<file path="src/rtl/disp_page_sched_pkg.sv">
// Shared definitions for the display page scheduler: FSM state encoding,
// page geometry and a counter-width helper.
package disp_page_sched_pkg;

    localparam int NUM_PAGES = 4;
    localparam int PAGE_W    = 16;
    localparam int IDX_W     = $clog2(NUM_PAGES);

    typedef enum logic {
        ST_SHOW  = 1'b0,
        ST_BLANK = 1'b1
    } state_t;

    typedef logic [PAGE_W-1:0] page_t;

    // Width of a counter that must hold 0..n-1; never narrower than one bit.
    function automatic int cntWidth(input int n);
        return (n > 1) ? $clog2(n) : 1;
    endfunction

endpackage

</file>
<file path="src/rtl/disp_page_sched_btn_debounce.sv">
// Push-button conditioner: two-flop synchronizer, disagreement-count debounce
// and a one-cycle pulse on each accepted press.
module btn_debounce
    import disp_page_sched_pkg::*;
#(
    parameter int DEBOUNCE_CYCLES = 1000000
) (
    input  logic CLK,
    input  logic Reset,
    input  logic btn_raw,
    output logic level,
    output logic rise_pulse
);

    localparam int                DCNT_W    = cntWidth(DEBOUNCE_CYCLES);
    localparam logic [DCNT_W-1:0] DCNT_LAST = DCNT_W'(DEBOUNCE_CYCLES - 1);

    logic              r_sync1;
    logic              r_sync2;
    logic              r_deb;
    logic              r_deb_d;
    logic [DCNT_W-1:0] r_dcnt;

    // The accepted level only flips after DEBOUNCE_CYCLES consecutive disagreeing samples.
    always_ff @(posedge CLK) begin
        if (Reset) begin
            r_sync1 <= 1'b0;
            r_sync2 <= 1'b0;
            r_deb   <= 1'b0;
            r_deb_d <= 1'b0;
            r_dcnt  <= '0;
        end else begin
            r_sync1 <= btn_raw;
            r_sync2 <= r_sync1;
            r_deb_d <= r_deb;
            if (r_sync2 != r_deb) begin
                if (r_dcnt == DCNT_LAST) begin
                    r_deb  <= r_sync2;
                    r_dcnt <= '0;
                end else begin
                    r_dcnt <= r_dcnt + DCNT_W'(1);
                end
            end else begin
                r_dcnt <= '0;
            end
        end
    end

    assign level      = r_deb;
    assign rise_pulse = r_deb & ~r_deb_d;

endmodule

</file>
<file path="src/rtl/disp_page_sched.sv">
// Display page scheduler: scan-tick divider, debounced page stepping and a
// SHOW/BLANK FSM that blanks the seven-segment driver after each page change.
module disp_page_sched
    import disp_page_sched_pkg::*;
#(
    parameter int DIV_SCAN        = 262144,
    parameter int DEBOUNCE_CYCLES = 1000000,
    parameter int BLANK_TICKS     = 8
) (
    input  logic              CLK,
    input  logic              Reset,
    input  logic              btn_page,
    input  logic [PAGE_W-1:0] page0_data,
    input  logic [PAGE_W-1:0] page1_data,
    input  logic [PAGE_W-1:0] page2_data,
    input  logic [PAGE_W-1:0] page3_data,
    output logic              scan_tick,
    output logic [PAGE_W-1:0] disp_data,
    output logic              clr,
    output logic [IDX_W-1:0]  page_idx
);

    localparam int                DIV_W      = cntWidth(DIV_SCAN);
    localparam logic [DIV_W-1:0]  DIV_LAST   = DIV_W'(DIV_SCAN - 1);
    localparam int                BCNT_W     = cntWidth(BLANK_TICKS);
    localparam logic [BCNT_W-1:0] BLANK_LAST = BCNT_W'(BLANK_TICKS - 1);

    logic [DIV_W-1:0]  r_div_cnt;
    logic              w_scan_tick;
    logic              w_btn_level;
    logic              w_btn_rise;
    logic              w_page_req;
    page_t             w_pages [NUM_PAGES];

    state_t            r_state;
    state_t            w_state_nxt;
    logic [IDX_W-1:0]  r_page_idx;
    logic [IDX_W-1:0]  w_idx_nxt;
    logic [BCNT_W-1:0] r_bcnt;
    logic [BCNT_W-1:0] w_bcnt_nxt;
    page_t             r_disp_data;
    page_t             w_data_nxt;
    logic              r_clr;

    assign w_scan_tick = (r_div_cnt == DIV_LAST);

    always_ff @(posedge CLK) begin
        if (Reset || w_scan_tick) begin
            r_div_cnt <= '0;
        end else begin
            r_div_cnt <= r_div_cnt + DIV_W'(1);
        end
    end

    btn_debounce #(
        .DEBOUNCE_CYCLES (DEBOUNCE_CYCLES)
    ) u_btn_debounce (
        .CLK        (CLK),
        .Reset      (Reset),
        .btn_raw    (btn_page),
        .level      (w_btn_level),
        .rise_pulse (w_btn_rise)
    );

    assign w_page_req = w_btn_rise & w_btn_level;

    always_comb begin
        w_pages[0] = page0_data;
        w_pages[1] = page1_data;
        w_pages[2] = page2_data;
        w_pages[3] = page3_data;
    end

    // A page request outranks a coincident scan tick, so the old snapshot stays put.
    always_comb begin
        w_state_nxt = r_state;
        w_idx_nxt   = r_page_idx;
        w_bcnt_nxt  = r_bcnt;
        w_data_nxt  = r_disp_data;
        case (r_state)
            ST_SHOW: begin
                if (w_page_req) begin
                    w_idx_nxt   = r_page_idx + IDX_W'(1);
                    w_bcnt_nxt  = '0;
                    w_state_nxt = ST_BLANK;
                end else if (w_scan_tick) begin
                    w_data_nxt = w_pages[r_page_idx];
                end
            end
            ST_BLANK: begin
                if (w_scan_tick) begin
                    if (r_bcnt == BLANK_LAST) begin
                        w_state_nxt = ST_SHOW;
                        w_data_nxt  = w_pages[r_page_idx];
                    end else begin
                        w_bcnt_nxt = r_bcnt + BCNT_W'(1);
                    end
                end
            end
            default: w_state_nxt = ST_SHOW;
        endcase
    end

    always_ff @(posedge CLK) begin
        if (Reset) begin
            r_state     <= ST_SHOW;
            r_page_idx  <= '0;
            r_bcnt      <= '0;
            r_disp_data <= '0;
            r_clr       <= 1'b0;
        end else begin
            r_state     <= w_state_nxt;
            r_page_idx  <= w_idx_nxt;
            r_bcnt      <= w_bcnt_nxt;
            r_disp_data <= w_data_nxt;
            r_clr       <= (w_state_nxt == ST_BLANK);
        end
    end

    assign scan_tick = w_scan_tick;
    assign disp_data = r_disp_data;
    assign clr       = r_clr;
    assign page_idx  = r_page_idx;

endmodule

</file>
<file path="config.mk">
export PLATFORM = sky130hd
export DESIGN_NAME = disp_page_sched
export DESIGN_NICKNAME = d
export VERILOG_FILES = /design/src/rtl/disp_page_sched_pkg.sv /design/src/rtl/disp_page_sched_btn_debounce.sv /design/src/rtl/disp_page_sched.sv
export SDC_FILE = /design/constraint.sdc
export NUM_CORES = 1
export LEC_CHECK = 0
export BUFFER_PORTS_ARGS = -buffer_cell sky130_fd_sc_hd__buf_2
export CAP_MARGIN = 20
export CELL_PAD_IN_SITES_DETAIL_PLACEMENT = 0
export CELL_PAD_IN_SITES_GLOBAL_PLACEMENT = 1
export CORE_AREA = 4 4 100 102
export DETAILED_ROUTE_END_ITERATION = 12
export DIE_AREA = 0 0 104 106
export PLACE_DENSITY_LB_ADDON = 0.08
export SETUP_SLACK_MARGIN = 0.05
export SLEW_MARGIN = 20
export SYNTH_ARGS = -nofsm -noshare
export SYNTH_HDL_FRONTEND = slang
export SYNTH_HIERARCHICAL = 1
export SYNTH_SLANG_ARGS = --single-unit
</file>
<file path="constraint.sdc">
create_clock -name CLK -period 1.7 [get_ports CLK]
set_clock_uncertainty 0.1 [all_clocks]
set_input_delay 0.34 -clock CLK [delete_from_list [all_inputs] [get_ports CLK]]
set_output_delay 0.34 -clock CLK [all_outputs]
set_load 0.005 [all_outputs]
</file>
After elaboration in Yosys (flattened, before gate mapping)
Index checks and enable logic that the tools add are counted.
Operators by class
  reduce and logical (&&, ||, !) cells: 6
  add/subtract/negate cells: 4
  shifts and indexed selects: 0
  order comparisons: 1
  divide/modulo/power cells: 0
  multiplexer cells: 16
  bitwise operators: 6
  equality and inequality tests: 10
  multipliers: 0
Operators by type and width (number)
  $mux 16: 6
  $bmux 16 s2: 1
  $pmux 16 s2: 1
  $add 20x1->20 const B: 1
  $eq 20x20->1 const B: 1
  $add 18x1->18 const B: 1
  $eq 18x18->1 const B: 1
  $ne 2x2->1 const B: 5
  $mux 3: 3
  $pmux 3 s2: 1
  $reduce_and 2->1: 2
  $reduce_and 4->1: 1
  $add 3x1->3 const B: 1
  $eq 3x3->1 const B: 1
  $ge 3x3->1 const B: 1
  $mux 1: 3
  $not 1->1: 3
  $not 2->3: 1
  $reduce_and 3->1: 1
  $reduce_or 3->1: 1
  $add 2x1->2 const B: 1
  $and 1x1->1: 2
  $ne 2x1->1 const B: 1
  $pmux 1 s2: 1
  other kinds (2): 2
Word-level totals
  RAM bits: 0
  flip-flop bits (word level): 64
  memories: 0
  ROM bits: 0
  input port bits: 67
  output and inout bits: 20
  logic and storage cells: 53
  bits in latches: 0

Longest topological paths before layout
Gate-level depths: netlist of run 1.
  depth in word-level cells: 7
  gate-level depth with buffers: 7
  mapped depth without buffers: 6

Hierarchy
Netlist of run 1, hierarchy kept.
By module, submodules not included
  disp_page_sched: area each 2160.8 sq um, cells each 219, seq. area each 800.8 sq um, times used 1
  btn_debounce: area each 1051.0 sq um, cells each 116, seq. area each 480.5 sq um, times used 1

Worst setup path after synthesis of run 1
OpenSTA, ideal clock, no wires.
  path type: register to register
  start point: register u_btn_debounce.r_dcnt[7]
  end point: register u_btn_debounce.r_dcnt[14]
  data required time: 1485 ps
  data arrival time: 1602 ps
  period minus slack after synthesis: 1817 ps
  stages on the path, launching flop included: 6
  slack: -117 ps
  buffers on the path: 1
  path through: dfxtp_1 -> or4b_1 -> or3_4 -> o21ai_4 -> buf_6 -> nor2_1
On the way
  longest elaborated chain between the ends: 2
  elaborated cells on any way between the ends: 3
  those cells by class: 1 x add/sub; 1 x eq/ne; 1 x reduce/logical
RTL lines
  start: declaration: RTL line disp_page_sched_btn_debounce.sv:22  | logic [DCNT_W-1:0] r_dcnt;
  start signal: assignment: RTL line disp_page_sched_btn_debounce.sv:41  | r_dcnt <= r_dcnt + DCNT_W'(1);
  branches (longest 2 deep; another with $add 20x1->20)
Several ways; the timed one is not identified.
A chain may end at the register's enable or synchronous reset.

Worst setup path after layout of run 1
  start point: register u_btn_debounce.r_dcnt[7]
  end point: register u_btn_debounce.r_deb (netlist: u_btn_debounce/level)
On the way
  longest elaborated chain between the ends: 2
RTL lines
  $eq 20x20->1: RTL line disp_page_sched_btn_debounce.sv:37  | if (r_dcnt == DCNT_LAST) begin
  $reduce_and 2->1 (no source line)
  end signal: assignment: RTL line disp_page_sched_btn_debounce.sv:38  | r_deb <= r_sync2;
  end: declaration: RTL line disp_page_sched_btn_debounce.sv:20  | logic r_deb;
No other way between the ends.

==> results of run 1 <==
area by class of cell:
cell class	instances	area share [%]
Multi-Input combinational cell	244	42.28
Sequential cell	64	28.42
Timing Repair Buffer	151	21.93
Clock buffer	14	3.764
Tap cell	111	3.028
Inverter	7	0.5728
logic make-up after synthesis:
kind of cell             count (synthesis)
AND/OR/NAND/NOR                        138
adder cells (fa/ha/maj)                  4
AO/OA/AOI/OAI                           54
XOR/XNOR                                31
buffers and inverters                   28
flip-flops                              64
multiplexers                            16
metal layers:
metal	GRT usage [%]	part of all wire [%]	vias up
li1	-	-	1526
met1	18.09	44	1421
met2	26.04	52	41
met3	3.825	3.3	8
met4	5.318	1.2	0
met5	0	0	-
where the power goes:
| group | switching [uW] | internal (uW) |
|---|---|---|
| registers | 13.7 | 1510 |
| clock network | 538 | 635 |
| logic | 113 | 153 |
| total | 665 | 2300 |
cell usage after synthesis (2+ instances only):
library cell	n
a21oi_1	25
and2_1	4
and3_1	3
and4_1	7
buf_2	5
buf_4	4
buf_6	5
clkbuf_1	5
dfxtp_1	64
ha_1	4
inv_1	7
mux4_2	16
nand2_1	8
nand3_1	13
nand4_1	35
nor2_1	39
nor2b_1	5
nor3_1	2
nor4_1	5
o21ai_0	23
or3_1	7
xnor2_1	12
xor2_1	19
how the worst min path moves through the flow:
stage / startpoint / cells past startpoint / slack, ps / end
after global routing: btn_page / 2 / 110 / u_btn_debounce/r_sync1
after global placement: disp_data[13] / 2 / 350 / disp_data[13]
after floorplan: Reset / 1 / 310 / u_btn_debounce/level
after detailed placement: disp_data[0] / 2 / 360 / disp_data[0]
final: btn_page / 2 / 120 / u_btn_debounce/r_sync1
after CTS: btn_page / 2 / 100 / u_btn_debounce/r_sync1
timing repair:
| item | in CTS | in global routing |
|---|---|---|
| pin swaps | 5 | 6 |
| hold buffers | 0 | 0 |
| resized for setup | 14 | 59 |
| setup buffers | 3 | 7 |
| endpoints found under the setup margin | 31 | 51 |
| cloned | 0 | 3 |
metrics by stage:
stage	utilization [%]	TNS [ps]	setup WS (ps)	hold slack [ps]	total power (uW)
2_1_floorplan	-	-1151	-110.8	309.1	1657
3_3_place_gp	45.08	-714.5	-52.19	354.8	1787
3_5_place_dp	45.08	-1315	-78.17	364.1	1791
4_1_cts	47.66	-1524	-96.19	99.88	2995
5_1_grt	50.36	-3125	-150.7	105.6	3119
6_report	50.36	-1416	-85.08	118.3	2966
state kept, by name, indices dropped and copies added (netlist names), 2 cells and up:
signal                 cells
disp_data                 16
page_idx                   2
r_bcnt                     3
r_div_cnt                 18
u_btn_debounce/r_dcnt     20
==> results by group, run 1 <==
Placement
  • Port buffer count: 86
  • Placed instance area: 4106 um^2
  • Routability cong.: 0.7741
  • Inst Count DP: 564
  • Final HPWL DP: 6.192 mm

Logic synthesis
  • Largest family of logic cells by synthesized area: simple AND/OR/NAND/NOR gates
  • Mux share of post-synthesis cell area: 11.22%
  • Post-Syn Area: 3212 um^2
  • Synth Register Bits: 64
  • Syn_area_per_cell: 9.588 um^2
  • Area leader, netlist: dfxtp_1
  • Distinct cells, synth: 41
  • Simple-Gate Fraction of Synth Area: 24.39%
  • Post-Synth XOR/XNOR Area: 8.453%
  • Post-synth top area share: 39.89%
  • Post-synthesis adder-cell area fraction: 1.558%
  • Prevailing post-synth register cell: dfxtp_1
  • Syn Nets: 406
  • Yosys warns: 6
  • Largest cells by area after synthesis: dfxtp_1, mux4_2, nand4_1
  • Post-synth EDFFs: 0
  • Post-synthesis cell count: 335
  • Sequential share of the synthesized area: 39.89%
  • Share of flip-flops with an asynchronous set or reset: 0%
  • Synth Area in Compound Gates: 9.349%

Cells and area
  • Area Overhead vs Synth: 42.81%
  • Final cell count without fillers: 591
  • Design area: 4587 um^2
  • N_diodes: 0
  • Fillers: 887
  • Fraction of layout instances using a drive strength above 1: 48.33%
  • Leading cell type in the layout, fill and taps excluded: buf_2
  • Final-stage net count: 548
  • Sequential Area: 1304 um^2
  • Multi-input gate area: 1939 um^2
  • Most frequent cells in the layout: buf_2, buf_4, dfxtp_1

Critical path
  • Reg2Reg Depth: 4
  • CP Class: flop to flop
  • FF-to-FF setup slack: -90 ps
  • CP arrival: 1950 ps
  • Worst path cell trace: or4b_1 -> or3_4 -> or3_1 -> a21oi_2
  • CP Max Fanout: 3
  • Crit path largest cell delay: 510 ps
  • Worst path required time: 1870 ps
  • Critical path buffer and inverter count: 0
  • Critical path endpoint category: flop
  • Reg2reg end: u_btn_debounce/level
  • Crit path capture: u_btn_debounce/level
  • Crit path launch type: flop
  • Critical register-to-register path startpoint: u_btn_debounce/r_dcnt[7]
  • Slowest CP cell: or4b_1
  • Top Family by Delay on Critical Path: simple AND/OR/NAND/NOR gates
  • CP Depth: 4
  • Crit. Startpoint: u_btn_debounce/r_dcnt[7]

Clock tree
  • CTS root buf: clkbuf_8
  • CTS Sinks: 64
  • Worst-Skew Late Latency: 330 ps
  • CTS Buf Count: 9
  • CTS tree: built
  • CTS Buffer Depth: 2
  • Worst-path clk slew: 60 ps
  • H-tree levels: 3

Floorplanning
  • Die Height: 106 um
  • # IOs: 87
  • Die width: 104 um
  • Core area: 9109 um^2
  • Die area: 11,020 um^2
  • Cell Rows: 35
  • Starting Density: 35.26%

Route
  • Vias per cell: 5.069
  • WL final: 8.734 mm
  • Routed WL per cell: 14.78 um
  • Initial DRC count: 61
  • DRC errors left: 0
  • Via Count: 2,996
  • ANT nets after route: 0
  • First-pass DRT Iterations: 4

STA
  • RSZ-0062 raised after global routing: true
  • Fmax: 560.2 MHz
  • Final hold violation count: 0
  • PnR worst setup slack: -85.08 ps
  • Final period utilization: 105.0%
  • Worst-margin pin slew: 348.8 ps
  • Min cycle time layout: 1785 ps
  • Max Slew Vio Count: 0
  • Setup violators final: 24
  • Slew Limit Headroom: 76.53%

GRT
  • Gr usage total: 15.03%
  • First-pass GRT wire length: 13.60 mm
  • Number of global-route vias before repair: 2,858
  • Initial antenna violation count: 0
  • Gr ovfl total: 0
  • Largest net degree at the start of global routing: 20

Power
  • P_leak: 0.001779 uW
  • VDD IR max: 277.6 uV
  • Power per Cell Area: 646.7 nW/um^2

Min path
  • Min-delay worst type: primary input to flop

Outcome
  • Failing checks: negative setup slack
  • Status: complete, but fails checks

Flow run
  • Max capacitance violation total: 0
Power figures use the tool's default switching activity.
==> inputs of run 2 (changes only) <==
--- a/config.mk
+++ b/config.mk
@@ -5,7 +5,7 @@
 export SDC_FILE = /design/constraint.sdc
 export NUM_CORES = 1
 export LEC_CHECK = 0
-export BUFFER_PORTS_ARGS = -buffer_cell sky130_fd_sc_hd__buf_2
+export BUFFER_PORTS_ARGS = -buffer_cell sky130_fd_sc_hd__buf_4
 export CAP_MARGIN = 20
 export CELL_PAD_IN_SITES_DETAIL_PLACEMENT = 0
 export CELL_PAD_IN_SITES_GLOBAL_PLACEMENT = 1
==> constraint.sdc (replaced) <==
create_clock -name CLK -period 1.55 [get_ports CLK]
set_clock_uncertainty 0.1 [all_clocks]
set_input_delay 0.31 -clock CLK [delete_from_list [all_inputs] [get_ports CLK]]
set_output_delay 0.31 -clock CLK [all_outputs]
set_load 0.005 [all_outputs]
==> results by group, run 2 (synthesized netlist as in run 1, its figures left out) <==
Critical path
  • Crit path launch type: flop
  • Crit path largest cell delay: 510 ps (about the same)
  • Critical path endpoint category: flop
  • CP Class: flop to flop
  • Worst path required time: 1680 ps (-190 ps)
  • Slowest CP cell: or4b_1
  • Critical path buffer and inverter count: 1 (+1)
  • Top Family by Delay on Critical Path: simple AND/OR/NAND/NOR gates
  • Worst path cell trace: or4b_1 -> or3_4 -> o21ai_4 -> buf_12 -> nor2_1
  • CP Max Fanout: 19 (+16)
  • CP arrival: 1910 ps (-40 ps)

Clock tree
  • CTS Buf Count: 9 (unchanged)
  • CTS tree: built
  • CTS root buf: clkbuf_8
  • Worst-Skew Late Latency: 340 ps (about the same)
  • H-tree levels: 3 (unchanged)
  • CTS Sinks: 64 (unchanged)
  • CTS Buffer Depth: 2 (unchanged)
  • Worst-path clk slew: 60 ps (about the same)

STA
  • RSZ-0062 raised after global routing: true
  • Min cycle time layout: 1781 ps (-3.799 ps)
  • Worst-margin pin slew: 331.6 ps (-17.20 ps)
  • Final period utilization: 114.9% (+9.9 points)
  • Setup violators final: 39 (+63%)
  • Setup TNS: -5158 ps (-3742 ps)
  • PnR worst setup slack: -231.3 ps (-146.2 ps)
  • Slew Limit Headroom: 77.69% (+1.2 points)
  • Max Slew Vio Count: 0 (unchanged)
  • Final hold violation count: 0 (unchanged)
  • Fmax: 561.4 MHz (+0.21%)

Cells and area
  • Design area: 5131 um^2 (+12%)
  • Sequential Area: 1306 um^2 (+0.19%)
  • Max reg flops: 20 (unchanged)
  • Top reg by flops: u_btn_debounce/r_dcnt
  • Final cell count without fillers: 610 (+3.2%)
  • Area Overhead vs Synth: 59.76%
  • Final Util: 56.33% (+6.0 points)
  • Most frequent cells in the layout: buf_4, dfxtp_1, nor2_1
  • Fraction of layout instances using a drive strength above 1: 54.51% (+6.2 points)
  • N_diodes: 0 (unchanged)
  • Multi-input gate area: 2008 um^2 (+3.5%)
  • Final-stage net count: 565 (+3.1%)
  • Leading cell type in the layout, fill and taps excluded: buf_4
  • Fillers: 816 (-8.0%)

Floorplanning
  • Cell Rows: 35 (unchanged)
  • Die area: 11,020 um^2 (unchanged)
  • Core area: 9109 um^2 (unchanged)
  • Starting Density: 35.26% (unchanged)
  • Die Height: 106 um (unchanged)
  • # IOs: 87 (unchanged)
  • Die width: 104 um (unchanged)

Route
  • Metal2 WL: 4.211 mm (-6.9%)
  • DRC errors left: 0 (unchanged)
  • ANT nets after route: 0 (unchanged)
  • Max Used Layer: met4
  • WL met3: 610 um (+110%)
  • Met1 WL: 3.962 mm (+3.9%)
  • Routed WL per cell: 14.57 um (-1.4%)
  • Vias per cell: 5.121 (+1.0%)
  • Via Count: 3,124 (+4.3%)
  • Initial DRC count: 123 (+100%)
  • First-pass DRT Iterations: 4 (unchanged)
  • WL final: 8.887 mm (+1.8%)

Outcome
  • Status: complete, but fails checks
  • Failing checks: negative setup slack

Placement
  • Routability cong.: 0.7629 (-1.4%)
  • Inst Count DP: 575 (+2.0%)
  • Port buffer count: 86 (unchanged)
  • Placed instance area: 4482 um^2 (+9.1%)
  • Final HPWL DP: 6.373 mm (+2.9%)
  • DP Worst Slack: -234.2 ps (-156.1 ps)

GRT
  • First-pass GRT wire length: 14.55 mm (+7.0%)
  • Gr ovfl total: 0 (unchanged)
  • Initial antenna violation count: 0 (unchanged)
  • Gr usage total: 15.99% (+0.96 points)
  • Largest net degree at the start of global routing: 20 (unchanged)
  • Number of global-route vias before repair: 3,067 (+7.3%)

Flow run
  • Max capacitance violation total: 0 (unchanged)

Power
  • P_leak: 0.001993 uW (+12%)
  • VDD IR max: 397.4 uV (+43%)
  • Power per Cell Area: 727.0 nW/um^2 (+12%)

Min path
  • Min-delay worst type: primary input to flop
[run 2: worst paths after layout]
check        cells past startpoint  slack, ps                     start                       end
max reg2reg                      5       -230  u_btn_debounce/r_dcnt[7]  u_btn_debounce/r_dcnt[6]
min reg2reg                      1        340    u_btn_debounce/r_sync1    u_btn_debounce/r_sync2
max                              5       -230  u_btn_debounce/r_dcnt[7]  u_btn_debounce/r_dcnt[6]
min                              2        100                  btn_page    u_btn_debounce/r_sync1
[run 2: cell type report]
type,count,share of cell area (%)
clock buffers,14,3.365
clock inverters,2,1.170
inverters,7,0.5121
multi-input cells,244,39.14
flip-flops and latches,64,25.46
well taps,111,2.707
repair buffers,168,27.65
[run 2: stage by stage]
stage	hold slack (ps)	power, uW
after CTS	87.29	3706
after global routing	105.5	3889
final	100.7	3730
after floorplan	279.1	1828
after detailed placement	331.8	2001
after global placement	315.5	1996
[run 2: per-layer routing]
metal / vias up / GRT usage [%]
met5: - / 0
met4: 0 / 5.413
met3: 8 / 4.797
met2: 93 / 26.79
met1: 1476 / 19.63
li1: 1547 / -
[run 2: power by group]
group	leakage [uW]	switching (uW)	total, uW	internal [uW]
Clock	0.000117	618	1660	1040
Combinational	0.00135	135	396	260
Sequential	0.000527	15.0	1680	1660
[run 2: worst reg2reg max path, cell delays in order (launching register included)]
cell     delay, ps
dfxtp_2        320
or4b_1         510
or3_4          360
o21ai_4        160
buf_12         170
nor2_1          60
[run 2: repair_timing]
item / 4_1_cts / 5_1_grt
pin swaps: 7 / 24
buffers inserted: 7 / 11
gates cloned: 1 / 3
gates resized for setup: 45 / 40
endpoints found under the setup margin: 44 / 50
hold buffers: 0 / 0
endpoints found under the hold margin: 0 / 0
